===== src/rtl/serdesphy_rx_pkg.sv =====
// Shared state encoding, counter widths and defaults for the SerDes receive
// word-alignment and lock controller.
package serdesphy_rx_pkg;

   localparam int unsigned STATE_W      = 3;
   localparam int unsigned DATA_W       = 8;
   localparam int unsigned SLIP_CNT_W   = 4;
   localparam int unsigned GOOD_CNT_W   = 4;
   localparam int unsigned ERR_CNT_W    = 4;
   localparam int unsigned SETTLE_CNT_W = 4;
   localparam int unsigned LOSS_CNT_W   = 8;

   localparam logic [STATE_W-1:0] ST_DISABLED  = 3'd0;
   localparam logic [STATE_W-1:0] ST_HUNT      = 3'd1;
   localparam logic [STATE_W-1:0] ST_SLIP_WAIT = 3'd2;
   localparam logic [STATE_W-1:0] ST_VERIFY    = 3'd3;
   localparam logic [STATE_W-1:0] ST_LOCKED    = 3'd4;

   localparam logic [DATA_W-1:0] DEFAULT_SYNC_BYTE = 8'hA5;

endpackage


===== src/rtl/serdesphy_sat_counter.sv =====
// Saturating up-counter with synchronous clear and synchronous active-low reset.
module serdesphy_sat_counter #(
   parameter int unsigned W = 8
) (
   input  logic         clk,
   input  logic         rst_n,
   input  logic         clr,
   input  logic         inc,
   output logic [W-1:0] count
);

   always_ff @(posedge clk) begin
      if (!rst_n)
         count <= '0;
      else if (clr)
         count <= '0;
      else if (inc && (count != '1))
         count <= count + W'(1);
   end

endmodule


===== src/rtl/serdesphy_rx_lock_controller.sv =====
// Receive word-alignment controller: hunts for the sync byte with bit-slips,
// verifies a run of clean words, then forwards data until repeated errors.
module serdesphy_rx_lock_controller
   import serdesphy_rx_pkg::*;
#(
   parameter logic [DATA_W-1:0] SYNC_BYTE       = DEFAULT_SYNC_BYTE,
   parameter int unsigned       LOCK_GOOD_COUNT = 4,
   parameter int unsigned       LOSS_ERR_COUNT  = 3,
   parameter int unsigned       SLIP_SETTLE     = 4
) (
   input  logic                  clk,
   input  logic                  rst_n,
   input  logic                  enable,
   input  logic [DATA_W-1:0]     decoded_data,
   input  logic                  decode_valid,
   input  logic                  decode_error,
   output logic                  bitslip,
   output logic                  rx_locked,
   output logic [DATA_W-1:0]     rx_data,
   output logic                  rx_valid,
   output logic                  rx_err,
   output logic [SLIP_CNT_W-1:0] slip_count,
   output logic                  hunt_wrap,
   output logic [LOSS_CNT_W-1:0] lock_loss_count,
   output logic [STATE_W-1:0]    state
);

   localparam logic [GOOD_CNT_W-1:0]   GOOD_TARGET = GOOD_CNT_W'(LOCK_GOOD_COUNT);
   localparam logic [ERR_CNT_W-1:0]    LOSS_TARGET = ERR_CNT_W'(LOSS_ERR_COUNT);
   localparam logic [SETTLE_CNT_W-1:0] SETTLE_LAST = SETTLE_CNT_W'(SLIP_SETTLE - 1);
   localparam bit                      DIRECT_LOCK = (LOCK_GOOD_COUNT == 1);

   logic [STATE_W-1:0]      state_d;
   logic [GOOD_CNT_W-1:0]   good_cnt, good_cnt_d, good_inc;
   logic [ERR_CNT_W-1:0]    err_cnt, err_cnt_d, err_inc;
   logic [SETTLE_CNT_W-1:0] settle_cnt, settle_cnt_d;
   logic [SLIP_CNT_W-1:0]   slip_count_d;
   logic [DATA_W-1:0]       rx_data_d;
   logic                    bitslip_d, rx_locked_d, rx_valid_d, rx_err_d, hunt_wrap_d;
   logic                    sync_hit, slip_req, loss_inc;

   assign sync_hit = !decode_error && (decoded_data == SYNC_BYTE);
   assign good_inc = good_cnt + GOOD_CNT_W'(1);
   assign err_inc  = err_cnt + ERR_CNT_W'(1);
   assign slip_req = enable && decode_valid &&
                     (((state == ST_HUNT) && !sync_hit) ||
                      ((state == ST_VERIFY) && decode_error));

   always_ff @(posedge clk) begin
      if (!rst_n)
         state <= ST_DISABLED;
      else
         state <= state_d;
   end

   always_comb begin
      state_d = state;
      if (!enable) begin
         state_d = ST_DISABLED;
      end else begin
         case (state)
            ST_DISABLED:  state_d = ST_HUNT;
            ST_HUNT:
               if (decode_valid)
                  state_d = sync_hit ? (DIRECT_LOCK ? ST_LOCKED : ST_VERIFY) : ST_SLIP_WAIT;
            ST_SLIP_WAIT:
               if (settle_cnt == SETTLE_LAST) state_d = ST_HUNT;
            ST_VERIFY:
               if (decode_valid) begin
                  if (decode_error)              state_d = ST_SLIP_WAIT;
                  else if (good_inc == GOOD_TARGET) state_d = ST_LOCKED;
               end
            ST_LOCKED:
               if (decode_valid && decode_error && (err_inc == LOSS_TARGET))
                  state_d = ST_HUNT;
            default:      state_d = ST_DISABLED;
         endcase
      end
   end

   // Next values for registered outputs and internal counters.
   always_comb begin
      bitslip_d    = 1'b0;
      rx_valid_d   = 1'b0;
      rx_err_d     = 1'b0;
      rx_locked_d  = rx_locked;
      rx_data_d    = rx_data;
      slip_count_d = slip_count;
      hunt_wrap_d  = hunt_wrap;
      good_cnt_d   = good_cnt;
      err_cnt_d    = err_cnt;
      settle_cnt_d = settle_cnt;
      loss_inc     = 1'b0;
      if (!enable) begin
         rx_locked_d  = 1'b0;
         slip_count_d = '0;
         hunt_wrap_d  = 1'b0;
         good_cnt_d   = '0;
         err_cnt_d    = '0;
         settle_cnt_d = '0;
      end else begin
         case (state)
            ST_DISABLED: slip_count_d = '0;
            ST_HUNT:
               if (decode_valid && sync_hit) begin
                  good_cnt_d = GOOD_CNT_W'(1);
                  if (DIRECT_LOCK) begin
                     rx_locked_d = 1'b1;
                     err_cnt_d   = '0;
                  end
               end
            ST_SLIP_WAIT:
               settle_cnt_d = (settle_cnt == SETTLE_LAST) ? '0 : settle_cnt + SETTLE_CNT_W'(1);
            ST_VERIFY:
               if (decode_valid && !decode_error) begin
                  if (good_inc == GOOD_TARGET) begin
                     rx_locked_d = 1'b1;
                     err_cnt_d   = '0;
                  end else begin
                     good_cnt_d = good_inc;
                  end
               end
            ST_LOCKED:
               if (decode_valid) begin
                  if (!decode_error) begin
                     rx_data_d  = decoded_data;
                     rx_valid_d = 1'b1;
                     err_cnt_d  = '0;
                  end else begin
                     rx_err_d  = 1'b1;
                     err_cnt_d = err_inc;
                     if (err_inc == LOSS_TARGET) begin
                        rx_locked_d  = 1'b0;
                        loss_inc     = 1'b1;
                        slip_count_d = '0;
                        err_cnt_d    = '0;
                     end
                  end
               end
            default: ;
         endcase
         if (slip_req) begin
            bitslip_d    = 1'b1;
            slip_count_d = slip_count + SLIP_CNT_W'(1);
            settle_cnt_d = '0;
            if (slip_count == '1) hunt_wrap_d = 1'b1;
         end
      end
   end

   always_ff @(posedge clk) begin
      if (!rst_n) begin
         bitslip    <= 1'b0;
         rx_locked  <= 1'b0;
         rx_data    <= '0;
         rx_valid   <= 1'b0;
         rx_err     <= 1'b0;
         slip_count <= '0;
         hunt_wrap  <= 1'b0;
         good_cnt   <= '0;
         err_cnt    <= '0;
         settle_cnt <= '0;
      end else begin
         bitslip    <= bitslip_d;
         rx_locked  <= rx_locked_d;
         rx_data    <= rx_data_d;
         rx_valid   <= rx_valid_d;
         rx_err     <= rx_err_d;
         slip_count <= slip_count_d;
         hunt_wrap  <= hunt_wrap_d;
         good_cnt   <= good_cnt_d;
         err_cnt    <= err_cnt_d;
         settle_cnt <= settle_cnt_d;
      end
   end

   serdesphy_sat_counter #(.W(LOSS_CNT_W)) u_loss_cnt (
      .clk   (clk),
      .rst_n (rst_n),
      .clr   (1'b0),
      .inc   (loss_inc),
      .count (lock_loss_count)
   );

endmodule

===== config.mk =====
export PLATFORM = sky130hd
export DESIGN_NAME = serdesphy_rx_lock_controller
export DESIGN_NICKNAME = d
export VERILOG_FILES = /design/src/rtl/serdesphy_rx_pkg.sv /design/src/rtl/serdesphy_sat_counter.sv /design/src/rtl/serdesphy_rx_lock_controller.sv
export SDC_FILE = /design/constraint.sdc
export NUM_CORES = 1
export LEC_CHECK = 0
export BUFFER_PORTS_ARGS = -buffer_cell sky130_fd_sc_hd__buf_2
export CAP_MARGIN = 25
export CORE_MARGIN = 2
export CORE_UTILIZATION = 52
export CTS_BUF_LIST = sky130_fd_sc_hd__clkbuf_2 sky130_fd_sc_hd__clkbuf_4 sky130_fd_sc_hd__clkbuf_8
export CTS_CLUSTER_SIZE = 16
export DETAILED_ROUTE_END_ITERATION = 12
export MAX_ROUTING_LAYER = met4
export PLACE_DENSITY = 0.79
export SYNTH_ARGS = -nofsm -noshare
export SYNTH_HDL_FRONTEND = slang
export SYNTH_SLANG_ARGS = --single-unit

===== constraint.sdc =====
create_clock -name clk -period 1.9 [get_ports clk]
set_input_delay 0 -clock clk [delete_from_list [all_inputs] [get_ports clk]]
set_output_delay 0 -clock clk [all_outputs]
set_load 0.1 [all_outputs]

# Yosys cells after proc, flatten, opt, wreduce, memory -nomap -nowiden
# Cells that the tools add are included.
[word_totals]
regBits = 40
inputBits = 13
out_inout_bits = 28
[classes]
reduce_logical = 27
eq_ne = 25
bitwise = 3
muxes = 38
addsub = 5
[op_table]
columns = ["cell", "n"]
rows = [
  ["2-to-1 mux 4 bit", 13],
  ["case mux 4 bit (2 select lines)", 3],
  ["AND reduction 4 bit", 5],
  ["2-to-1 mux 3 bit", 6],
  ["adder 4 x 1 -> 4 bit, second input constant", 4],
  ["inequality test 2 bit, second input constant", 8],
  ["case mux 3 bit (5 select lines)", 1],
  ["2-to-1 mux 1 bit", 14],
  ["logical AND 1 bit", 10],
  ["inequality test 3 bit, second input constant", 3],
  ["adder 8 x 1 -> 8 bit, second input constant", 1],
  ["equality test 4 x 2 -> 1 bit, second input constant", 2],
  ["equality test 8 bit, second input constant", 1],
  ["inequality test 8 bit, second input constant", 1],
  ["equality test 3 x 2 -> 1 bit, second input constant", 2],
  ["inequality test 2 x 1 -> 1 bit, second input constant", 3],
  ["AND reduction 6 bit", 1],
  ["AND reduction 5 bit", 1],
  ["equality test 4 x 3 -> 1 bit, second input constant", 1],
  ["equality test 4 bit, second input constant", 1],
  ["AND reduction 2 bit", 2],
  ["nonzero test 2 bit", 2],
  ["equality test 3 x 1 -> 1 bit, second input constant", 1],
  ["equality test 3 bit, second input constant", 1],
  ["other kinds (8)", 11],
]

# Logic depth before layout (Yosys ltp)
[depth]
ltp_word = 8
depth_mapped = 8
depth_no_buf = 7

# Modules after synthesis
# Synthesis repeated with hierarchy kept, for this count alone.
[unflattened]
hier_cells = 237
area_unflattened_um2 = 2124.5
[by_module_without_submodules]
columns = ["mod", "seq_area_each_um2", "cells_each", "area_each_um2", "instances"]
rows = [
  ["serdesphy_rx_lock_controller", 640.6, 191, 1702.9, 1],
  ["serdesphy_sat_counter", 160.2, 46, 421.7, 1],
]

# Worst setup path before layout
# Ideal clock, no wire load.
[synth_timing]
path_kind = "reg2reg"
from = "register state[2]"
to = "register u_loss_cnt.count[6]"
path_stages_with_launch = 6
n_path_buf = 0
arrival_ps = 2290
period_less_slack_ps = 2405
setup_slack_ps = -505
path_cell_list = "dfxtp_1 -> or3b_4 -> a211o_4 -> nor3_2 -> xor2_1 -> and2_1"
[synth_between]
elab_chain_cells = 4
[synth_lines]
columns = ["item", "line", "source"]
rows = [
  ["start: declaration", "serdesphy_rx_lock_controller.sv:25", "output logic [STATE_W-1:0] state"],
  ["start signal: assignment", "serdesphy_rx_lock_controller.sv:53", "state <= state_d;"],
  ["equality test 3 bit", "serdesphy_rx_lock_controller.sv:102", "case (state)"],
  ["2-to-1 mux 1 bit", "serdesphy_rx_lock_controller.sv:102", ""],
  ["2-to-1 mux 1 bit", "serdesphy_rx_lock_controller.sv:94", "if (!enable) begin"],
  ["logical AND 1 bit", "serdesphy_sat_counter.sv:17", "else if (inc && (count != '1))"],
  ["end signal: assignment", "serdesphy_sat_counter.sv:18", "count <= count + W'(1);"],
  ["end: declaration", "serdesphy_sat_counter.sv:9", "output logic [W-1:0] count"],
]
# No other way between the ends.
# A chain may end at the register's enable or synchronous reset.

# Final worst setup path
[layout_timing]
from = "register err_cnt[0]"
to = "register u_loss_cnt.count[5]"
[layout_between]
elab_chain_cells = 8
[layout_lines]
columns = ["item", "line", "source"]
rows = [
  ["start: declaration", "serdesphy_rx_lock_controller.sv:35", "logic [ERR_CNT_W-1:0] err_cnt, err_cnt_d, err_inc;"],
  ["start signal: assignment", "serdesphy_rx_lock_controller.sv:172", "err_cnt <= err_cnt_d;"],
  ["adder 4 x 1 -> 4 bit", "serdesphy_rx_lock_controller.sv:44", "assign err_inc = err_cnt + ERR_CNT_W'(1);"],
  ["equality test 4 x 2 -> 1 bit", "serdesphy_rx_lock_controller.sv:132", "if (err_inc == LOSS_TARGET) begin"],
  ["2-to-1 mux 1 bit", "serdesphy_rx_lock_controller.sv:132", ""],
  ["2-to-1 mux 1 bit", "serdesphy_rx_lock_controller.sv:125", "if (!decode_error) begin"],
  ["2-to-1 mux 1 bit", "serdesphy_rx_lock_controller.sv:124", "if (decode_valid) begin"],
  ["2-to-1 mux 1 bit", "serdesphy_rx_lock_controller.sv:102", ""],
  ["2-to-1 mux 1 bit", "serdesphy_rx_lock_controller.sv:94", ""],
  ["logical AND 1 bit", "serdesphy_sat_counter.sv:17", ""],
]
# No other way between the ends.

==> key figures <==
Outcome
  • Outcome: complete, no violations

Power
  • Leak Pwr: 1.10 nW
  • Maximum VDD drop: 0.000357 V
  • Power density cells: roughly 610 nW/um^2

Floorplan
  • Core Footprint: ~4000 um^2
  • Top Ports: 41
  • Row cnt: 23
  • Die Height: a little under 70 um
  • Starting density of the core: 54.0%
  • Die width: approximately 68 um
  • Die area: 4680 um^2

Timing
  • Final total negative setup slack: 0 ns
  • Max-slew headroom: approximately two thirds
  • Worst slew pin tran: just under 0.5 ns
  • Setup violations, final: 0
  • Final Cycle Share: a little over nine tenths
  • Clock skew: about 0.0094 ns
  • Post-route minimum period: approximately 1.8 ns
  • Fmax: around 0.55 GHz
  • Final Hold Slack: approximately 0.080 ns
  • Final hold viol count: 0
  • Count of pins over their slew limit: 0

Clock tree
  • CTS clock-pin slew for the worst setup and hold paths: about 0.08 ns
  • Root Driver: clkbuf_8
  • CTS tree: built
  • Num CTS Buffers: 5
  • Worst-skew pair later-pin latency: 0.29 ns
  • Longest Clk Path Bufs: 2
  • Total setup buffers inserted after CTS: 0
  • Clock sink count: 40
  • H-tree level count: 2

Route
  • Remaining DRCs: 0
  • Drt first pass iters: 4
  • Wire length per cell: around 14 um
  • Via count: approximately 1900
  • Vias per Instance: roughly 5.7
  • Final wirelength: just under 5000 um
  • DRT iter0 DRCs: between 150 and 200
  • Post-DRT Antenna Nets: 0

Synthesis
  • Ys flop type: dfxtp_1
  • Seq/Total Area, Yosys: between 30% and 40%
  • Post-Syn Area: roughly 2200 um^2
  • Post-synthesis cell count: roughly 230
  • Synthesized net count: 251
  • FF+latch count, synth: 40
  • Synth warnings: 0
  • Synth cell types: 60
  • Syn avg cell area: between 9 and 10 um^2
  • Post-synth EDFFs: 0
  • Asr flop ratio synth: 0%

Finish
  • Commonest non-fill, non-tap cell in the layout: buf_2
  • Share of layout cells above drive strength 1: between 30% and 40%
  • Final Util: between 60% and 70%
  • Final nets: 309
  • Most frequent cells in the layout: buf_2 (40), dfxtp_1 (29), nand2_1 (22)
  • Area growth, synth to finish: 25.0%
  • Diode count: 0

Min path
  • WHS Endpoint: bitslip
  • Path type of the worst min-delay path: input port to flop
  • Min-Delay Startpoint: rst_n
  • Worst Hold Depth: 3

Worst setup path
  • RR Startpoint: err_cnt[0]
  • WP data arrival: 1.99 ns
  • Worst r2r path cells: 7
  • RR Endpoint: u_loss_cnt.count[5]
  • Crit path kind: flop to flop
  • Highest cell delay on the worst timing path: between 0.3 and 0.4 ns
  • Req. time, crit path: 2.09 ns
  • CP cell instances: ha_2 > and2_1 > a41oi_4 > buf_4 > nor4_4 > xnor2_1 > nor2b_1
  • R2R Setup Slk: between 0.09 and 0.1 ns
  • CP Max Fanout: 9
  • Slowest cell on crit path: dfxtp_1
  • Critical path endpoint category: flop
  • Crit path launch type: flop

Place
  • Half-perimeter wire length after placement: 3480 um
  • GPL Wtd Cong: 0.855
  • Port-buffer cells: 40

GRT
  • First-pass GRT wire length: just under 8000 um
  • Pin count of the biggest net entering global routing: 23
  • GR Util All Layers: 23.1%
  • Vias in the first global route: between 1500 and 2000
  • Gr ovfl total: 0
  • Initial antenna violation count: 0

Run
  • Max Cap Viol: 0
-- power breakdown --
| group | internal (mW) | total [mW] | switching (mW) |
|---|---|---|---|
| Clock | 0.404 | 0.690 | 0.286 |
| Combinational | 0.0399 | 0.103 | 0.0634 |
| Sequential | 0.839 | 0.843 | 0.00417 |
-- Yosys cell counts, types with 6 or more instances --
library cell | instances | share of area [%]
dfxtp_1 | 40 | 37
nor2_1 | 10 | 1.7
a21oi_1 | 7 | 1.6
and2_1 | 9 | 2.6
nor3_1 | 6 | 1.4
nand3_1 | 9 | 2.1
o21ai_0 | 6 | 1.4
nand2_1 | 22 | 3.8
nand2b_1 | 8 | 2.3
nor2b_1 | 12 | 3.5
ha_1 | 7 | 4.1
mux2i_1 | 10 | 4.6
-- flip-flops by register name (all words and copies together) (netlist names) --
register          count
bitslip               1
err_cnt               4
good_cnt              4
hunt_wrap             1
rx_data               8
rx_err                1
rx_locked             1
rx_valid              1
settle_cnt            4
slip_count            4
state                 3
u_loss_cnt.count      8
-- routing by layer --
layer	vias to the layer above	wire length (um)	track usage [%]	share of wire (%)
li1	972	-	-	-
met3	5	231	5.10	4.7
met5	-	0	-	0
met4	0	51	6.00	1.0
met1	905	2270	29.4	46
met2	47	2350	36.9	48
-- repair_timing --
item / CTS / global route
endpoints found under the hold margin: 8 / 0
hold buffers: 8 / 0
setup endpoints to repair: 0 / 12
resized for setup: 0 / 5
-- how the worst max path moves through the flow --
stage                        start             endpoint  slack (ns)  depth (start not counted)
5_1_grt                 err_cnt[0]  u_loss_cnt.count[5]       -0.01                          8
3_5_place_dp            err_cnt[0]  u_loss_cnt.count[5]        0.11                          8
6_report                err_cnt[0]  u_loss_cnt.count[5]         0.1                          7
3_3_place_gp            err_cnt[0]  u_loss_cnt.count[1]        0.13                          6
2_1_floorplan  u_loss_cnt.count[0]  u_loss_cnt.count[6]       -0.02                          6
4_1_cts            decoded_data[5]          good_cnt[2]        0.03                          6
-- through the flow --
stage / setup slack, ns / instance area [um^2] / instances / total power [mW]
after floorplan: -0.0176 / 2170 / 231 / 0.917
after global placement: 0.131 / 2480 / 324 / 0.950
after detailed placement: 0.106 / 2480 / 324 / 0.951
after CTS: 0.0286 / 2680 / 340 / 1.65
after global routing: -0.0139 / 2700 / 340 / 1.70
final: 0.0963 / 2700 / 340 / 1.64
-- critical path, delay by kind of cell, from the launching register on --
family	cells	cell delay, ns
and+or+nand+nor	3	0.50
adders and majority gates	1	0.27
AOI/OAI and AO/OA	1	0.18
DFF	1	0.38
xor gates and xnor gates	1	0.15
buffers and inverters	1	0.23
-- kinds of logic after synthesis --
kind of cell | count (synthesis) | share of synthesized area [%]
compound gates | 48 | 17.4
xor+xnor | 5 | 2.03
fa+ha+maj | 7 | 4.06
buf+inv | 11 | 2.32
flops | 40 | 37.1
mux | 11 | 5.16
simple gates | 109 | 31.9
-- layout make-up --
class / instances / area (um^2)
tap: 50 / 62.6
inverter: 2 / 7.51
timing repair buffer: 60 / 370
multi-input combinational: 180 / 1330
sequential: 40 / 817
fill: 328 / 1300
clock buffer: 6 / 76.3
clock inverter: 2 / 35.0
No activity file was read; power rests on OpenSTA's default activity.
